**src/rtl/wb_buf_stage.sv**
```systemverilog
// Write-back stage: formats load results, queues them in order, drains to the RF write port.
// Optional WB_FWD_EN adds a youngest-first forwarding search over pending buffered writes.
module wb_buf_stage #(
  parameter int XLEN      = 32,
  parameter int RF_ADDR_W = 5,
  parameter int BUF_DEPTH = 2
) (
  input  logic                         clk,
  input  logic                         rst_n,
  input  logic                         i_valid,
  output logic                         o_wb_ready,
  input  logic [RF_ADDR_W-1:0]         i_rd_addr,
  input  logic                         i_rd_we,
  input  logic                         i_mem_to_reg,
  input  logic [XLEN-1:0]              i_alu_data,
  input  logic [XLEN-1:0]              i_mem_data,
  input  logic [1:0]                   i_ld_size,
  input  logic                         i_ld_unsigned,
  input  logic [$clog2(XLEN/8)-1:0]    i_byte_off,
  input  logic                         i_staller,
  input  logic                         i_rf_grant,
  output logic [RF_ADDR_W-1:0]         o_wb_wr_reg_addr,
  output logic [XLEN-1:0]              o_wb_wr_reg_data,
  output logic                         o_wb_wr_reg_en,
  output logic                         o_unstall
`ifdef WB_FWD_EN
  ,
  input  logic [RF_ADDR_W-1:0]         i_fwd_addr,
  output logic                         o_fwd_hit,
  output logic [XLEN-1:0]              o_fwd_data
`endif
);

  localparam int PTR_W = $clog2(BUF_DEPTH);
  localparam int CNT_W = $clog2(BUF_DEPTH + 1);

  logic [RF_ADDR_W-1:0] mem_addr  [BUF_DEPTH];
  logic                 mem_we    [BUF_DEPTH];
  logic [XLEN-1:0]      mem_data  [BUF_DEPTH];
  logic                 mem_stall [BUF_DEPTH];

  logic [PTR_W-1:0] wr_ptr;
  logic [PTR_W-1:0] rd_ptr;
  logic [CNT_W-1:0] count;

  logic            push;
  logic            pop;
  logic            not_empty;
  logic [XLEN-1:0] sh;
  logic            sign_b;
  logic            sign_h;
  logic            sign_w;
  logic [XLEN-1:0] ld_fmt;
  logic [XLEN-1:0] wr_data;
  logic            wr_we;

  assign not_empty  = (count != '0);
  assign o_wb_ready = (count < CNT_W'(BUF_DEPTH));
  assign push       = i_valid & o_wb_ready;
  assign pop        = not_empty & i_rf_grant;

  assign sh     = i_mem_data >> {i_byte_off, 3'b000};
  assign sign_b = ~i_ld_unsigned & sh[7];
  assign sign_h = ~i_ld_unsigned & sh[15];
  assign sign_w = ~i_ld_unsigned & sh[31];

  // Fill with the sign first, then overlay the loaded field; avoids zero-width
  // replications when XLEN is 32.
  always_comb begin
    ld_fmt = i_mem_data;
    case (i_ld_size)
      2'b00: begin
        ld_fmt      = {XLEN{sign_b}};
        ld_fmt[7:0] = sh[7:0];
      end
      2'b01: begin
        ld_fmt       = {XLEN{sign_h}};
        ld_fmt[15:0] = sh[15:0];
      end
      2'b10: begin
        ld_fmt       = {XLEN{sign_w}};
        ld_fmt[31:0] = sh[31:0];
      end
      default: ld_fmt = i_mem_data;
    endcase
  end

  assign wr_data = i_mem_to_reg ? ld_fmt : i_alu_data;
  assign wr_we   = i_rd_we & (i_rd_addr != '0);

  always_ff @(posedge clk) begin
    if (push) begin
      mem_addr[wr_ptr]  <= i_rd_addr;
      mem_we[wr_ptr]    <= wr_we;
      mem_data[wr_ptr]  <= wr_data;
      mem_stall[wr_ptr] <= i_staller;
    end
  end

  always_ff @(posedge clk or negedge rst_n) begin
    if (!rst_n) begin
      wr_ptr    <= '0;
      rd_ptr    <= '0;
      count     <= '0;
      o_unstall <= 1'b0;
    end else begin
      if (push) wr_ptr <= wr_ptr + 1'b1;
      if (pop)  rd_ptr <= rd_ptr + 1'b1;
      case ({push, pop})
        2'b10:   count <= count + 1'b1;
        2'b01:   count <= count - 1'b1;
        default: count <= count;
      endcase
      o_unstall <= pop & mem_stall[rd_ptr];
    end
  end

  assign o_wb_wr_reg_en   = pop & mem_we[rd_ptr];
  assign o_wb_wr_reg_addr = not_empty ? mem_addr[rd_ptr] : '0;
  assign o_wb_wr_reg_data = not_empty ? mem_data[rd_ptr] : '0;

`ifdef WB_FWD_EN
  logic [PTR_W-1:0] fwd_idx;

  // Walk oldest to youngest so the last match (youngest) wins.
  always_comb begin
    o_fwd_hit  = 1'b0;
    o_fwd_data = '0;
    fwd_idx    = rd_ptr;
    if (i_fwd_addr != '0) begin
      for (int i = 0; i < BUF_DEPTH; i++) begin
        fwd_idx = rd_ptr + PTR_W'(i);
        if ((CNT_W'(i) < count) && mem_we[fwd_idx] && (mem_addr[fwd_idx] == i_fwd_addr)) begin
          o_fwd_hit  = 1'b1;
          o_fwd_data = mem_data[fwd_idx];
        end
      end
    end
  end
`endif

endmodule

```
**config.mk**
```make
export PLATFORM = sky130hd
export DESIGN_NAME = wb_buf_stage
export DESIGN_NICKNAME = d
export VERILOG_FILES = /design/src/rtl/wb_buf_stage.sv
export SDC_FILE = /design/constraint.sdc
export NUM_CORES = 1
export LEC_CHECK = 0
export CAP_MARGIN = 20
export CORE_UTILIZATION = 54
export CTS_BUF_LIST = sky130_fd_sc_hd__clkbuf_4 sky130_fd_sc_hd__clkbuf_8
export CTS_CLUSTER_SIZE = 10
export DETAILED_ROUTE_END_ITERATION = 10
export GPL_TIMING_DRIVEN = 0
export PLACE_DENSITY = 0.92
export SYNTH_ARGS = -nofsm -noshare
export SYNTH_HDL_FRONTEND = slang
export SYNTH_SLANG_ARGS = --single-unit
```
**constraint.sdc**
```tcl
create_clock -name clk -period 7.16 [get_ports clk]
set_clock_uncertainty 0.2 [all_clocks]
set_input_delay 1.074 -clock clk [delete_from_list [all_inputs] [get_ports clk]]
set_output_delay 1.074 -clock clk [all_outputs]
set_load 0.02 [all_outputs]
```
==> results of run 1 <==
-- worst max-delay path, cell delays in order --
cell	delay, ns
clkdlybuf4s50_1	0.45
o21ai_0	0.21
nor2_1	0.16
clkdlybuf4s50_1	0.61
-- layer usage --
metal,wire (um),track usage
met5,0,0
met4,336,0.1192
met3,1069,0.05366
met2,6058,0.4926
met1,4664,0.3732
-- final cells by class --
cell class              count  area [um^2]
clock buffers              10        131.4
flip-flops and latches     83         2467
plain buffers              26        136.4
inverters                  36        135.1
clock inverters             6        48.80
well taps                 102        127.6
multi-input cells         273         1742
repair buffers            120         1219
fillers                   537         1881
-- cell families (layout without fill, tap and decap cells) --
| logic type | Yosys count | count (layout) | synth area share |
|---|---|---|---|
| fa+ha+maj | 1 | 1 | 0.002798 |
| xor+xnor | 5 | 5 | 0.009793 |
| compound gates | 104 | 104 | 0.1475 |
| buf+inv | 62 | 198 | 0.06071 |
| simple gates | 106 | 106 | 0.09681 |
| flops | 83 | 83 | 0.5518 |
| mux | 57 | 57 | 0.1307 |
-- flip-flops by register name (all words and copies together) (netlist names) --
name,cells
mem_stall,2
rd_ptr,1
mem_addr,10
wr_ptr,1
o_unstall,1
mem_data,64
count,2
mem_we,2
-- per-stage QoR --
step | instance area, um^2 | util | setup slack (ns)
CTS | 6007 | 0.7616 | 3.382
detailed placement | 5827 | 0.7387 | 3.388
global placement | 5791 | 0.7341 | 2.388
finish | 6007 | 0.7616 | 3.383
floorplan | 4472 | - | 3.706
global route | 6007 | 0.7616 | 3.224
-- path summary, 6_finish.rpt --
check	start	endpoint	slack, ns	depth (start not counted)
max	i_rf_grant	o_wb_wr_reg_en	3.38	4
min reg2reg	count[0]	count[0]	0.35	1
max in group asynchronous	rst_n	count[0]	5.83	1
min in group asynchronous	rst_n	o_unstall	0.73	1
min	count[0]	count[0]	0.35	1
max reg2reg	count[1]	mem_data[1][27]	5.18	2
-- power breakdown --
| part | leakage (uW) | internal [uW] | switching, uW |
|---|---|---|---|
| Combinational | 0.00147 | 411 | 505 |
| Sequential | 0.000781 | 646 | 30.0 |
| Clock | 0.0000829 | 133 | 179 |
| Total | 0.00233 | 1190 | 714 |
-- cells in the final DEF, fill, tap and decap left out, drive strengths merged, types with 2 or more instances in the layout --
cell type      synthesis  routed
a21oi                 24      24
a22oi                  7       7
and3                   2       2
buf                   14      15
clkbuf                12      22
clkdlybuf4s50          0     119
clkinvlp               0       3
dfrtp                  5       5
edfxtp                78      78
inv                   36      38
mux2i                 56      56
nand2                 10      10
nand2b                 4       4
nor2                  83      83
nor2b                  3       3
o211ai                 2       2
o21a                   9       9
o21ai                 26      26
o221ai                 8       8
o22ai                 24      24
xnor2                  5       5
==> summary.md, run 1 <==
| Metric | Value |
|---|---|
| DR vias | `just under 4000` |
| Pre-Repair DR Iteration Count | `6` |
| Final nets | `631` |
| Share of layout cells above drive strength 1 | `0.06859` |
| Asr flop ratio synth | `0.06024` |
| Top cells by count, synth | `nor2_1 (83), edfxtp_1 (78), mux2i_1 (55), inv_1 (36), o21ai_0 (24)` |
| CP Capture Type | `output port` |
| Antenna cell count | `0` |
| First-pass GRT wire length | `approximately 19 mm` |
| Overflow after GRT | `0` |
| Post-Syn Area | `between 0.004 and 0.005 mm^2` |
| Drt via density | `5.936` |
| GP Congestion | `~0.97` |
| Initial antenna violation count | `0` |
| Postcts setup bufs | `0` |
| Horiz. Die Dim | `between 90 and 100 um` |
| Share of the synthesized area in the top cell type | `0.5238` |
| Setup TNS | `0 ns` |
| Count leader, synth | `nor2_1` |
| Layout area overhead | `34.33%` |
| Maximum vdd ir drop | `0.0001614 V` |
| CTS buffer count | `9` |
| Yosys reg bits | `between 80 and 90` |
| Hold Buf Count CTS | `0` |
| Leading post-synthesis cells by cell area | `edfxtp_1 (52%), mux2i_1 (12%), nor2_1 (7.0%)` |
| # setup viols final | `0` |
| Clock-pin slew of the registers on the worst-case setup and hold paths | `0.08 ns` |
| Number of global-route vias before repair | `3792` |
| Arr. time, crit path | `about 2.5 ns` |
| Antenna Nets Post-Route | `0` |
| Crit Path Category | `in2out` |
| EDFF count, synth | `between 70 and 80` |
| Slew Limit Fails | `0` |
| Die Area | `roughly 0.0086 mm^2` |
| Critical Path Source Type | `input pin` |
| Total global-route track usage | `0.2925` |
| Largest net degree at the start of global routing | `40` |
| Clock net sink count | `slightly above 80` |
| Fin. Hold Viols | `0` |
| FP Rows | `32` |
| Yosys cell types | `37` |
| Crit-path max FO | `4` |
| Mapped Nets | `500` |
| Hold WS | `about 0.35 ns` |
| WL per Instance | `between 15 and 20 um` |
| Starting Density | `0.5669` |
| Tcrit/Tclk final | `0.5275` |
| Syn Area/Cell | `about 11 um^2` |
| Area of the core | `about 0.0079 mm^2` |
| Main synth FF type | `edfxtp_1` |
| Final worst path period need | `about 3.8 ns` |
| Worst Max-Slew Pin Slew | `roughly 0.99 ns` |
| Rel. slew slack | `0.3389` |
| Max Freq | `264.8 MHz` |
| Starting DRT DRC Count | `between 300 and 400` |
| # DRC | `0` |
| Post-synth top area cell | `edfxtp_1` |
| Critical path required time | `about 6 ns` |
| Non-Filler Instances | `around 660` |
| Hold crit path type | `reg2reg` |
| PD cells | `around 320 mW/mm^2` |
| Routed wire length | `approximately 12 mm` |
| Placed cell count | `640` |
| RSZ-0062 raised after global routing | `false` |
| Synth warn | `0` |
| Total chip power | `roughly 1900 uW` |
| Post-CTS sizing | `0` |
| CTS tree | `yes` |
| Seq/Total Area, Yosys | `0.5518` |
| Synth Instances | `418` |
| Count of input and output buffers | `roughly 120` |
| Htree depth | `3` |
| Clock Tree Root | `clkbuf_8` |
| Max Cap Viol | `0` |
| Detailed Place HPWL | `about 9 mm` |
| Chip Height | `93 um` |
| Worst skew pair latency | `between 0.3 and 0.4 ns` |
| I/O pin count | `121` |
| CTS max path bufs | `2` |
| Status | `complete, no violations` |
| Leakage | `0.002331 uW` |
Note: power is estimated with default switching activity, not from simulation.
==> inputs of run 2 (changes only) <==
--- a/config.mk
+++ b/config.mk
@@ -6,12 +6,12 @@
 export NUM_CORES = 1
 export LEC_CHECK = 0
 export CAP_MARGIN = 20
-export CORE_UTILIZATION = 54
+export CORE_UTILIZATION = 50
 export CTS_BUF_LIST = sky130_fd_sc_hd__clkbuf_4 sky130_fd_sc_hd__clkbuf_8
 export CTS_CLUSTER_SIZE = 10
 export DETAILED_ROUTE_END_ITERATION = 10
 export GPL_TIMING_DRIVEN = 0
-export PLACE_DENSITY = 0.92
+export PLACE_DENSITY = 0.86
 export SYNTH_ARGS = -nofsm -noshare
 export SYNTH_HDL_FRONTEND = slang
 export SYNTH_SLANG_ARGS = --single-unit
==> constraint.sdc (replaced) <==
create_clock -name clk -period 3.7 [get_ports clk]
set_clock_uncertainty 0.2 [all_clocks]
set_input_delay 0.555 -clock clk [delete_from_list [all_inputs] [get_ports clk]]
set_output_delay 0.555 -clock clk [all_outputs]
set_load 0.02 [all_outputs]
==> summary.md, run 2 (synthesis results as in run 1) <==
| Metric | Value |
|---|---|
| CP Capture Type | `output port` |
| Count of input and output buffers | `between 100 and 150` |
| Arr. time, crit path | `between 2 and 3 ns` |
| Worst Max-Slew Pin Slew | `slightly above 0.9 ns` |
| Total global-route track usage | `0.2549` |
| Overflow after GRT | `0` |
| Worst r2r path cells | `4` |
| Rel. slew slack | `0.3763` |
| Horiz. Die Dim | `96.57 um` |
| Placed cell count | `about 650` |
| Placed instance area | `0.005834 mm^2` |
| Worst skew pair latency | `0.36 ns` |
| Largest net degree at the start of global routing | `40` |
| Fin. Hold Viols | `0` |
| Maximum vdd ir drop | `about 0.00025 V` |
| Post-CTS sizing | `0` |
| Setup WS pre-CTS | `~0.76 ns` |
| Int Pwr | `2292 uW` |
| Flop-to-flop setup slack | `1.73 ns` |
| GP Congestion | `about 0.93` |
| Hold crit path type | `in2async` |
| Total chip power | `between 3000 and 4000 uW` |
| Status | `complete, no violations` |
| Starting DRT DRC Count | `roughly 270` |
| Area of the core | `0.008678 mm^2` |
| Crit path cell chain | `nor2_1 > clkbuf_1 > nor2_1 > clkdlybuf4s50_1` |
| Share of layout cells above drive strength 1 | `0.06679` |
| Commonest non-fill, non-tap cells in the layout | `clkdlybuf4s50_1 (119), nor2_1 (82), edfxtp_1 (78), mux2i_1 (55), inv_1 (36)` |
| Clock-pin slew of the registers on the worst-case setup and hold paths | `0.09 ns` |
| Most common cell after layout, fill and taps aside | `clkdlybuf4s50_1` |
| Number of global-route vias before repair | `approximately 3600` |
| Fillers | `approximately 670` |
| Met1 global-route usage | `0.3152` |
| Pre-Repair DR Iteration Count | `5` |
| Biggest regs | `mem_data (64), mem_addr (10)` |
| Busiest layer in global routing | `met2` |
| Crit Path Category | `reg2out` |
| Die Area | `0.009326 mm^2` |
| Drt via density | `between 5 and 6` |
| Clock Tree Root | `clkbuf_8` |
| Net switching power | `1364 uW` |
| I/O pin count | `121` |
| CTS buffer count | `9` |
| DR vias | `~3700` |
| Hold Buf Count CTS | `0` |
| Postcts setup bufs | `0` |
| Chip Height | `96.57 um` |
| Reg with most FFs | `mem_data` |
| Crit-path max FO | `10` |
| Multi-input gate area | `around 0.0017 mm^2` |
| Antenna cell count | `0` |
| Final worst path period need | `around 3.3 ns` |
| Routing usage on met3 | `0.05634` |
| Crit-path slowest cell | `clkdlybuf4s50_1` |
| Tcrit/Tclk final | `0.8924` |
| Critical path required time | `around 2.9 ns` |
| Comb power frac | `0.481` |
| Fin area | `~0.0060 mm^2` |
| Sequential cell area | `around 0.0025 mm^2` |
| Max Freq | `302.8 MHz` |
| Leakage | `0.002336 uW` |
| # DRC | `0` |
| CP max stage delay | `around 0.57 ns` |
| Slew Limit Fails | `0` |
| Non-Filler Instances | `roughly 660` |
| Routed wire length | `around 12 mm` |
| Final WS setup | `~0.4 ns` |
| PD cells | `between 600 and 700 mW/mm^2` |
| Most used cell, CP | `nor2_1` |
| CTS tree | `yes` |
| Critical Path Source Type | `flip-flop` |
| First-pass GRT wire length | `around 17 mm` |
| Reg-to-Reg Start | `count[1]` |
| Seq pwr share | `0.357` |
| Detailed Place HPWL | `8.837 mm` |
| Layout area overhead | `34.39%` |
| RSZ-0062 raised after global routing | `false` |
| CTS max path bufs | `2` |
| Max reg flops | `64` |
| Clock share of power | `0.163` |
| R2R Path End | `mem_data[0][27]` |
| Initial antenna violation count | `0` |
| Setup TNS | `0 ns` |
| Met2 usage | `0.4308` |
| Starting Density | `0.5153` |
| # setup viols final | `0` |
| Final nets | `631` |
| Max Cap Viol | `0` |
| WL per Instance | `17.63 um` |
| Htree depth | `3` |
| Clock net sink count | `83` |
| Antenna Nets Post-Route | `0` |
| FP Rows | `34` |
| Sw frac | `0.3730` |
-- run 2: layout make-up --
type | count | share of cell area
Clock inverter | 7 | 0.008536
Clock buffer | 9 | 0.02061
Buffer | 26 | 0.02269
Inverter | 36 | 0.02249
Multi-Input combinational cell | 273 | 0.2898
Sequential cell | 83 | 0.4106
Timing Repair Buffer | 120 | 0.2028
Tap cell | 108 | 0.02249
-- run 2: power groups by stage --
stage | registers, uW | clock network, uW | logic, uW
after global placement | 1320 | 0 | 1700
after detailed placement | 1330 | 0 | 1760
after floorplan | 1320 | 0 | 998
final | 1300 | 594 | 1760
after CTS | 1310 | 598 | 1770
after global routing | 1320 | 633 | 1880
-- run 2: through the flow --
stage,hold WS [ns],utilization
after detailed placement,0.3082,0.6723
after floorplan,0.05941,-
after CTS,0.2100,0.6925
after global routing,0.2154,0.6925
final,0.2201,0.6925
after global placement,0.2741,0.6681
-- run 2: critical path: cells and delay by family, from the launching register on --
kind,cells,cell delay [ns]
flip-flops,1,0.43
buffers and inverters,2,1.08
AND/OR/NAND/NOR,2,0.68
-- run 2: worst max path at each step --
stage / from / end / slack [ns] / cells past startpoint
6_report: count[0] / o_wb_wr_reg_data[11] / 0.40 / 4
5_1_grt: count[0] / o_wb_wr_reg_data[11] / 0.23 / 4
4_1_cts: count[0] / o_wb_wr_reg_data[11] / 0.35 / 4
3_5_place_dp: i_ld_size[1] / mem_data[0][3] / 0.76 / 7
3_3_place_gp: i_valid / mem_data[0][14] / -0.49 / 3
2_1_floorplan: count[1] / mem_addr[0][0] / 0.69 / 3
-- run 2: routing by layer --
metal	up-vias	wire, um
met5	-	0
met2	194	5761
met3	28	904
li1	1765	-
met4	0	291
met1	1761	4712
